[src/rtl/fetch_pkg.sv]
// Shared types and constants for the fetch-stage controller.
package fetch_pkg;
  localparam int unsigned INSTR_W = 32;
  localparam int unsigned PC_INC  = 4;

  typedef enum logic [1:0] {
    S_REQ,
    S_WAIT,
    S_HOLD
  } fetch_state_e;
endpackage

[src/rtl/fetch_ctrl_if.sv]
// Instruction-memory request/grant/response bus between fetch and imem.
interface fetch_ctrl_if #(
  parameter int unsigned N = 64
);
  import fetch_pkg::*;

  logic               imem_req;
  logic [N-1:0]       imem_addr_F;
  logic               imem_gnt;
  logic               imem_rvalid;
  logic [INSTR_W-1:0] imem_rdata;

  modport master (
    output imem_req, imem_addr_F,
    input  imem_gnt, imem_rvalid, imem_rdata
  );

  modport slave (
    input  imem_req, imem_addr_F,
    output imem_gnt, imem_rvalid, imem_rdata
  );
endinterface

[src/rtl/adder.sv]
// Generic N-bit adder shared by the datapath; carry-out is discarded.
module adder #(
  parameter int unsigned N = 64
) (
  input  logic [N-1:0] a,
  input  logic [N-1:0] b,
  output logic [N-1:0] y
);
  assign y = a + b;
endmodule

[src/rtl/fetch_skid.sv]
// One-entry {instr, pc} buffer that catches a response while IF/ID is stalled.
module fetch_skid
  import fetch_pkg::*;
#(
  parameter int unsigned N = 64
) (
  input  logic               clk,
  input  logic               reset,
  input  logic               load,
  input  logic               unload,
  input  logic               flush,
  input  logic [INSTR_W-1:0] instr_in,
  input  logic [N-1:0]       pc_in,
  output logic               full,
  output logic [INSTR_W-1:0] instr_out,
  output logic [N-1:0]       pc_out
);
  logic               full_q, full_d;
  logic [INSTR_W-1:0] instr_q, instr_d;
  logic [N-1:0]       pc_q, pc_d;

  always_comb begin
    full_d  = full_q;
    instr_d = instr_q;
    pc_d    = pc_q;
    if (flush) begin
      full_d = 1'b0;
    end else if (load) begin
      full_d  = 1'b1;
      instr_d = instr_in;
      pc_d    = pc_in;
    end else if (unload) begin
      full_d = 1'b0;
    end
  end

  always_ff @(posedge clk or negedge reset) begin
    if (!reset) begin
      full_q  <= 1'b0;
      instr_q <= '0;
      pc_q    <= '0;
    end else begin
      full_q  <= full_d;
      instr_q <= instr_d;
      pc_q    <= pc_d;
    end
  end

  assign full      = full_q;
  assign instr_out = instr_q;
  assign pc_out    = pc_q;
endmodule

[src/rtl/fetch_ctrl.sv]
// Fetch-stage controller: owns the PC, runs one imem read at a time and
// fills IF/ID, honouring decode stalls and branch redirects.
module fetch_ctrl
  import fetch_pkg::*;
#(
  parameter int unsigned N        = 64,
  parameter logic [N-1:0] RESET_PC = '0
) (
  input  logic               clk,
  input  logic               reset,
  input  logic               PCSrc_F,
  input  logic [N-1:0]       PCBranch_F,
  input  logic               stall_D,
  fetch_ctrl_if.master       imem,
  output logic               instr_valid_D,
  output logic [INSTR_W-1:0] instr_D,
  output logic [N-1:0]       pc_D
);
  localparam logic [N-1:0] INC = N'(PC_INC);

  fetch_state_e       state_q, state_d;
  logic [N-1:0]       pc_q, pc_d;
  logic [N-1:0]       req_pc_q, req_pc_d;
  logic               squash_q, squash_d;
  logic               valid_q, valid_d;
  logic [INSTR_W-1:0] instr_q, instr_d;
  logic [N-1:0]       pcd_q, pcd_d;

  logic               slot_free;
  logic [N-1:0]       pc_inc;
  logic               skid_load, skid_unload, skid_flush, skid_full;
  logic [INSTR_W-1:0] skid_instr;
  logic [N-1:0]       skid_pc;

  adder #(.N(N)) u_pc_inc (
    .a (req_pc_q),
    .b (INC),
    .y (pc_inc)
  );

  fetch_skid #(.N(N)) u_skid (
    .clk       (clk),
    .reset     (reset),
    .load      (skid_load),
    .unload    (skid_unload),
    .flush     (skid_flush),
    .instr_in  (imem.imem_rdata),
    .pc_in     (req_pc_q),
    .full      (skid_full),
    .instr_out (skid_instr),
    .pc_out    (skid_pc)
  );

  always_comb begin
    state_d     = state_q;
    pc_d        = pc_q;
    req_pc_d    = req_pc_q;
    squash_d    = squash_q;
    valid_d     = valid_q;
    instr_d     = instr_q;
    pcd_d       = pcd_q;
    skid_load   = 1'b0;
    skid_unload = 1'b0;
    skid_flush  = 1'b0;
    slot_free   = !valid_q || !stall_D;

    if (!stall_D) valid_d = 1'b0;

    unique case (state_q)
      S_REQ: if (imem.imem_gnt) begin
        state_d  = S_WAIT;
        req_pc_d = pc_q;
      end
      S_WAIT: if (imem.imem_rvalid) begin
        state_d = S_REQ;
        if (squash_q) begin
          squash_d = 1'b0;
        end else begin
          pc_d = pc_inc;
          if (slot_free) begin
            valid_d = 1'b1;
            instr_d = imem.imem_rdata;
            pcd_d   = req_pc_q;
          end else begin
            skid_load = 1'b1;
            state_d   = S_HOLD;
          end
        end
      end
      S_HOLD: if (slot_free && skid_full) begin
        valid_d     = 1'b1;
        instr_d     = skid_instr;
        pcd_d       = skid_pc;
        skid_unload = 1'b1;
        state_d     = S_REQ;
      end
      default: state_d = S_REQ;
    endcase

    // Redirect overrides everything above; an already granted or pending
    // request is marked for squash so its response is dropped on arrival.
    if (PCSrc_F) begin
      pc_d        = PCBranch_F;
      valid_d     = 1'b0;
      instr_d     = instr_q;
      pcd_d       = pcd_q;
      skid_load   = 1'b0;
      skid_unload = 1'b0;
      skid_flush  = 1'b1;
      unique case (state_q)
        S_REQ: begin
          squash_d = imem.imem_gnt;
          state_d  = imem.imem_gnt ? S_WAIT : S_REQ;
        end
        S_WAIT: begin
          squash_d = !imem.imem_rvalid;
          state_d  = imem.imem_rvalid ? S_REQ : S_WAIT;
        end
        default: state_d = S_REQ;
      endcase
    end
  end

  always_ff @(posedge clk or negedge reset) begin
    if (!reset) begin
      state_q  <= S_REQ;
      pc_q     <= RESET_PC;
      req_pc_q <= '0;
      squash_q <= 1'b0;
      valid_q  <= 1'b0;
      instr_q  <= '0;
      pcd_q    <= '0;
    end else begin
      state_q  <= state_d;
      pc_q     <= pc_d;
      req_pc_q <= req_pc_d;
      squash_q <= squash_d;
      valid_q  <= valid_d;
      instr_q  <= instr_d;
      pcd_q    <= pcd_d;
    end
  end

  assign imem.imem_req    = (state_q == S_REQ) && reset;
  assign imem.imem_addr_F = pc_q;
  assign instr_valid_D    = valid_q;
  assign instr_D          = instr_q;
  assign pc_D             = pcd_q;
endmodule

[src/flat_wrapper.sv]
// flat-port wrapper written by rule: the top's interface ports become plain ports
module fetch_ctrl_flat import fetch_pkg::*;
#(
  parameter int unsigned N        = 64,
  parameter logic [N-1:0] RESET_PC = '0
)
  (clk, reset, PCSrc_F, PCBranch_F, stall_D, instr_valid_D, instr_D, pc_D, imem_imem_req, imem_imem_addr_F, imem_imem_gnt, imem_imem_rvalid, imem_imem_rdata);
  fetch_ctrl_if #(.N(N)) imem_i ();
  input  logic clk;
  input  logic reset;
  input  logic PCSrc_F;
  input  logic [N-1:0] PCBranch_F;
  input  logic stall_D;
  output logic instr_valid_D;
  output logic [INSTR_W-1:0] instr_D;
  output logic [N-1:0] pc_D;
  output wire logic [$bits(imem_i.imem_req)-1:0] imem_imem_req;
  output wire logic [$bits(imem_i.imem_addr_F)-1:0] imem_imem_addr_F;
  input wire logic [$bits(imem_i.imem_gnt)-1:0] imem_imem_gnt;
  input wire logic [$bits(imem_i.imem_rvalid)-1:0] imem_imem_rvalid;
  input wire logic [$bits(imem_i.imem_rdata)-1:0] imem_imem_rdata;
  assign imem_imem_req = imem_i.imem_req;
  assign imem_imem_addr_F = imem_i.imem_addr_F;
  assign imem_i.imem_gnt = imem_imem_gnt;
  assign imem_i.imem_rvalid = imem_imem_rvalid;
  assign imem_i.imem_rdata = imem_imem_rdata;
  fetch_ctrl #(.N(N), .RESET_PC(RESET_PC)) u_core (.clk(clk), .reset(reset), .PCSrc_F(PCSrc_F), .PCBranch_F(PCBranch_F), .stall_D(stall_D), .imem(imem_i), .instr_valid_D(instr_valid_D), .instr_D(instr_D), .pc_D(pc_D));
endmodule
[config.mk]
export PLATFORM = sky130hd
export DESIGN_NAME = fetch_ctrl_flat
export DESIGN_NICKNAME = d
export VERILOG_FILES = /design/src/rtl/fetch_pkg.sv /design/src/rtl/fetch_ctrl_if.sv /design/src/rtl/adder.sv /design/src/rtl/fetch_skid.sv /design/src/rtl/fetch_ctrl.sv /design/src/flat_wrapper.sv
export SDC_FILE = /design/constraint.sdc
export NUM_CORES = 1
export LEC_CHECK = 0
export ABC_AREA = 0
export CORE_ASPECT_RATIO = 1.4
export CORE_UTILIZATION = 57
export CTS_CLUSTER_SIZE = 14
export DETAILED_ROUTE_END_ITERATION = 7
export GPL_ROUTABILITY_DRIVEN = 1
export PLACE_DENSITY = 0.82
export SETUP_SLACK_MARGIN = 0.02
export SLEW_MARGIN = 20
export SYNTH_ARGS = -nofsm -noshare
export SYNTH_HDL_FRONTEND = slang
export SYNTH_SLANG_ARGS = --single-unit
[constraint.sdc]
create_clock -name clk -period 6.9 [get_ports clk]
set_clock_uncertainty 0.15 [all_clocks]
set_input_delay 2.07 -clock clk [delete_from_list [all_inputs] [get_ports clk]]
set_output_delay 2.07 -clock clk [all_outputs]
set_load 0.02 [all_outputs]
# Word-level counts from Yosys, hierarchy flattened
# Index checks and enable logic that the tools add are counted.
[totals]
elab_cells = 86
latchBits = 0
out_inout_bits = 162
mem_bits_ro = 0
regBits = 325
memories = 0
ramBits = 0
[op_classes]
shifts = 0
n_reduce_logical = 16
bitwise = 2
multipliers = 0
n_lt_le_gt_ge = 0
div = 0
muxes = 47
addsub = 1
eq_ne = 10
[op_table]
columns = ["operator", "n"]
rows = [
  ["$mux W64", 8],
  ["$mux W32", 4],
  ["$pmux W64 S2", 1],
  ["$add A64 B3 Y64 const B", 1],
  ["$pmux W32 S2", 1],
  ["$mux W1", 23],
  ["$mux W2", 6],
  ["$ne A2 B2 Y1 const B", 3],
  ["$ne A3 B3 Y1 const B", 2],
  ["$pmux W2 S3", 1],
  ["$reduce_and A3 Y1", 2],
  ["$reduce_and A6 Y1", 1],
  ["$reduce_bool A2 Y1", 3],
  ["$ne A2 B1 Y1 const B", 2],
  ["$pmux W1 S2", 2],
  ["$pmux W2 S2", 1],
  ["$reduce_and A2 Y1", 2],
  ["$logic_not A1 Y1", 3],
  ["$ne A3 B2 Y1 const B", 1],
  ["$reduce_bool A3 Y1", 1],
  ["$eq A2 B1 Y1 const B", 1],
  ["$eq A2 B2 Y1 const B", 1],
  ["$logic_and A1 B1 Y1", 2],
  ["$logic_not A2 Y1", 1],
  ["other kinds (2)", 3],
]

# Longest topological paths before layout
[logic_depth]
word_depth = 9
depth_mapped = 10
ltp_nobuf = 8

# Modules after synthesis
# From an unflattened synthesis, not the netlist that was laid out.
[hier_totals]
hier_cells = 1525
area_unflattened_um2 = 17994.8
[by_module_without_submodules]
columns = ["module", "area_per_inst_um2", "seq_area_each_um2", "instances", "cells_each"]
rows = [
  ["fetch_ctrl", 10457.5, 5705.5, 1, 768],
  ["fetch_skid", 3811.2, 2427.3, 1, 208],
  ["adder", 3726.1, 0.0, 1, 549],
]

# Worst setup path after synthesis
# No wires, ideal clock.
[synth_timing]
kind = "input -> output"
start = "in reset"
end = "out imem_imem_req"
required_time_ns = 4.680
arrival_time_ns = 2.286
n_path_buf = 0
cell_stages = 1
setup_slack_ns = 2.394
cell_sequence = "and2_1"
[synth_via]
elab_chain_cells = 1
[synth_rtl]
columns = ["element", "line_no", "rtl"]
rows = [
  ["start: declaration", "flat_wrapper.sv:10", "input logic reset;"],
  ["$logic_and A1 B1 Y1", "fetch_ctrl.sv:144", "assign imem.imem_req = (state_q == S_REQ) && reset;"],
  ["end: declaration", "flat_wrapper.sv:17", "output wire logic [$bits(imem_i.imem_req)-1:0] imem_imem_req;"],
]
# Every way passes these cells.

# Worst setup path in the final report
# Same ends and word-level chain as after synthesis.

==> out/results.tsv <==
stage	metric	value	unit
run_status	status	complete, but fails checks	
run_status	failing checks	design-rule violations	
global_routing	antenna violations before repair	1	
power_and_ir_drop	P per Cell Area	415	nW/um^2
finish	layout cell share with drive strength beyond 1	14.8	%
timing	Hold Fails Final Rpt	0	
finish	Synth-to-Final Area Change	26.1	%
placed_design	DPL Wire Length	24900	microns
global_routing	largest net degree at the start of global routing	111	
power_and_ir_drop	peak supply drop	0.282	mV
logic_synthesis	Ys Warns	0	
power_and_ir_drop	combinational share of power	36.1	%
power_and_ir_drop	Sw Share	36.1	%
logic_synthesis	Yosys top cell area share	54.9	%
timing	Tmin final	5.42	ns
worst_hold_path	Hold Crit Class	flop to flop	
logic_synthesis	number of synthesized flops with an enable pin	0	
global_routing	grt ovf	0	
timing	f_max	185	MHz
routing	wire per inst	19.9	microns
timing	worst-margin pin slew	1.15	ns
timing	RSZ-0062 raised after global routing	no	
logic_synthesis	cell taking the most area after synthesis	dfrtp_1	
clocking	Num CTS Buffers	30	
global_routing	global-route usage over all layers	28.6	%
die	Starting Density	58.2	%
clocking	CTS H-tree depth	1	
setup_path	worst-path cell chain	buf_8, and2_1, clkdlybuf4s50_1	
setup_path	CP Capture Type	output port	
logic_synthesis	FF+latch count, synth	325	
power_and_ir_drop	clock power share	22.5	%
setup_path	maximum fanout along the worst path	55	
timing	final max-slew violation count	0	
placed_design	count of input and output buffers	263	
finish	post-layout net count	1663	
routing	Routed Antenna Nets	0	
logic_synthesis	Mapped Nets	1445	
routing	vias	11200	
power_and_ir_drop	P_int	4.95	mW
clocking	post-CTS sizing	0	
clocking	clk slew on worst S/H paths	0.06	ns
routing	Via density	5.88	
clocking	CTS tree	done	
die	row cnt	69	
clocking	buffer count from post-CTS setup fixing	0	
setup_path	Setup Crit Path Kind	primary input to output port	
logic_synthesis	Synth async-reset ratio	100	%
power_and_ir_drop	sequential power share	41.5	%
setup_path	Critical Path Start Type	primary input	
setup_path	crit-path max cell delay	0.60	ns
die	core area	25500	sq um
logic_synthesis	cells after synthesis	1339	
timing	Sum Neg Setup Slack	0	ns
clocking	Clock Latency Late Sink	0.55	ns
logic_synthesis	sequential area share after synthesis	54.9	%
timing	Slew headroom	23.2	%
logic_synthesis	Cell Area, Synth	14800	sq um
clocking	clk sinks	325	
flow_run	Max-Cap Viols	0	
die	die area	26600	sq um
global_routing	first-pass GRT wire length	60200	microns
logic_synthesis	Avg Inst Size Synth	11.1	sq um
die	I/O pins	264	
timing	endpoints failing setup	0	
setup_path	Arrival @ worst endpoint	3.20	ns
clocking	Clock Path Buffers	3	
routing	initial DRC count	700	
die	Die Wd	138	microns
placed_design	RD Place Congestion	0.806	
clocking	clock root cell	clkbuf_16	
clocking	Hold Buf Count CTS	0	
power_and_ir_drop	overall power	7.74	mW
power_and_ir_drop	Leak Pwr	7.87	nW
routing	TritonRoute pass-1 iters	7	
logic_synthesis	number of distinct library cells after synthesis	44	
logic_synthesis	Top FF cell, synth	dfrtp_1	
routing	DRT Wirelength	37800	microns
power_and_ir_drop	Sw Pwr	2.79	mW
global_routing	number of global-route vias before repair	11300	
timing	period utilization	78.5	%
finish	Layout fillers	1801	
logic_synthesis	main area contributors after synthesis	dfrtp_1 (55%), mux2_2 (11%), mux2i_1 (7.2%)	
die	Die Y-Extent	193	microns
routing	DR DRC count	42	
setup_path	Critical Path RT	4.68	ns
setup_path	CP max-delay cell	clkdlybuf4s50_1	
-- power by group through the flow --
stage / Sequential [mW] / Combinational (mW) / Clock, mW
after global routing: 3.31 / 3.01 / 1.85
final: 3.21 / 2.79 / 1.74
after floorplan: 3.45 / 1.26 / 0
after global placement: 3.19 / 2.71 / 0
after CTS: 3.20 / 2.80 / 1.77
after detailed placement: 3.23 / 2.78 / 0
-- metrics by stage --
step / setup slack, ns / util (%) / hold slack (ns) / instance area [sq um] / cells
after floorplan: 2.39 / - / 0.330 / 14800 / 1339
after global placement: 1.45 / 69.1 / 0.337 / 17600 / 1843
after detailed placement: 1.44 / 69.1 / 0.346 / 17600 / 1843
after CTS: 1.44 / 73.2 / 0.360 / 18600 / 1895
after global routing: 1.38 / 73.3 / 0.364 / 18700 / 1897
final: 1.48 / 73.3 / 0.355 / 18700 / 1897
-- flip-flops by register name (all words and copies together) (netlist names) --
signal,cells
u_core.pc_D,64
u_core.u_skid.instr_out,32
u_core.state_q,2
u_core.instr_D,32
u_core.squash_q,1
u_core.u_skid.full,1
u_core.instr_valid_D,1
u_core.u_skid.pc_out,64
u_core.req_pc_q,64
u_core.imem.imem_addr_F,64
-- cell usage after synthesis (5+ instances only) --
master,count
buf_2,22
dfrtp_1,325
mux2_2,150
nor4_1,7
xnor2_1,38
and3_1,31
nor2_1,136
o21ai_0,51
nor3_1,20
nand2_1,117
nand3_1,26
inv_1,16
a21oi_1,125
clkbuf_1,63
o31ai_1,6
and2_1,6
nand4_1,16
buf_1,5
mux2i_1,106
o221ai_1,22
xor2_1,17
-- cell families after synthesis --
kind of cell | count (synthesis) | synth area share (%)
AOI/OAI and AO/OA | 213 | 8.02
xor gates and xnor gates | 55 | 3.25
adders and majority gates | 4 | 0.338
buffers and inverters | 107 | 2.91
DFF | 325 | 54.9
muxes | 256 | 18.6
and+or+nand+nor | 379 | 12.0
-- cells in the final DEF, fill, tap and decap left out, types with 3 or more instances in the layout --
cell type and count:
nor4_1 7, dfrtp_1 325, nor3_1 19, and2_1 4, nand4_1 16, clkinv_2 4
and4_1 4, clkbuf_16 31, nor2_1 136, a21oi_1 125, xnor2_1 38, mux2i_1 106
clkbuf_1 4, buf_4 14, mux2_2 150, nand4_2 3, bufinv_16 4, o31ai_1 6
ha_1 3, nand2_1 116, xor2_1 17, and3_1 31, o21ai_0 51, inv_1 16
o221ai_1 22, clkbuf_8 8, nand3_1 26, clkdlybuf4s50_1 261
-- critical path, delay by kind of cell --
family / cells / cell delay [ns]
AND/OR/NAND/NOR: 1 / 0.19
buffers and inverters: 2 / 0.93
-- path summary, 6_finish.rpt --
kind | slack, ns | depth (start not counted) | start | to
worst max-delay path | 1.48 | 3 | reset | imem_imem_req
worst min-delay path | 0.36 | 1 | u_core.u_skid.pc_out[0] | u_core.u_skid.pc_out[0]
worst max register to register | 3.81 | 5 | u_core.state_q[0] | u_core.pc_D[25]
worst min register to register | 0.36 | 1 | u_core.u_skid.pc_out[0] | u_core.u_skid.pc_out[0]
max in group asynchronous | 3.26 | 3 | reset | u_core.pc_D[46]
min in group asynchronous | 1.29 | 1 | reset | u_core.pc_D[17]
-- layout make-up --
class	instances	area [sq um]	share of cell area (%)
clock buffer	43	901	4.82
antenna	1	2.50	0.0134
tap	319	399	2.14
inverter	16	60.1	0.322
multi-input combinational	907	6270	33.6
sequential	325	8130	43.5
clock inverter	9	148	0.790
timing repair buffer	277	2760	14.8
-- layer usage --
metal  GRT usage [%]  wire length [microns]
met1            35.4                  15000
met2            50.9                  19400
met3            3.70                   2020
met4            11.8                   1370
met5               0                      0
Note: power is estimated with default switching activity, not from simulation.
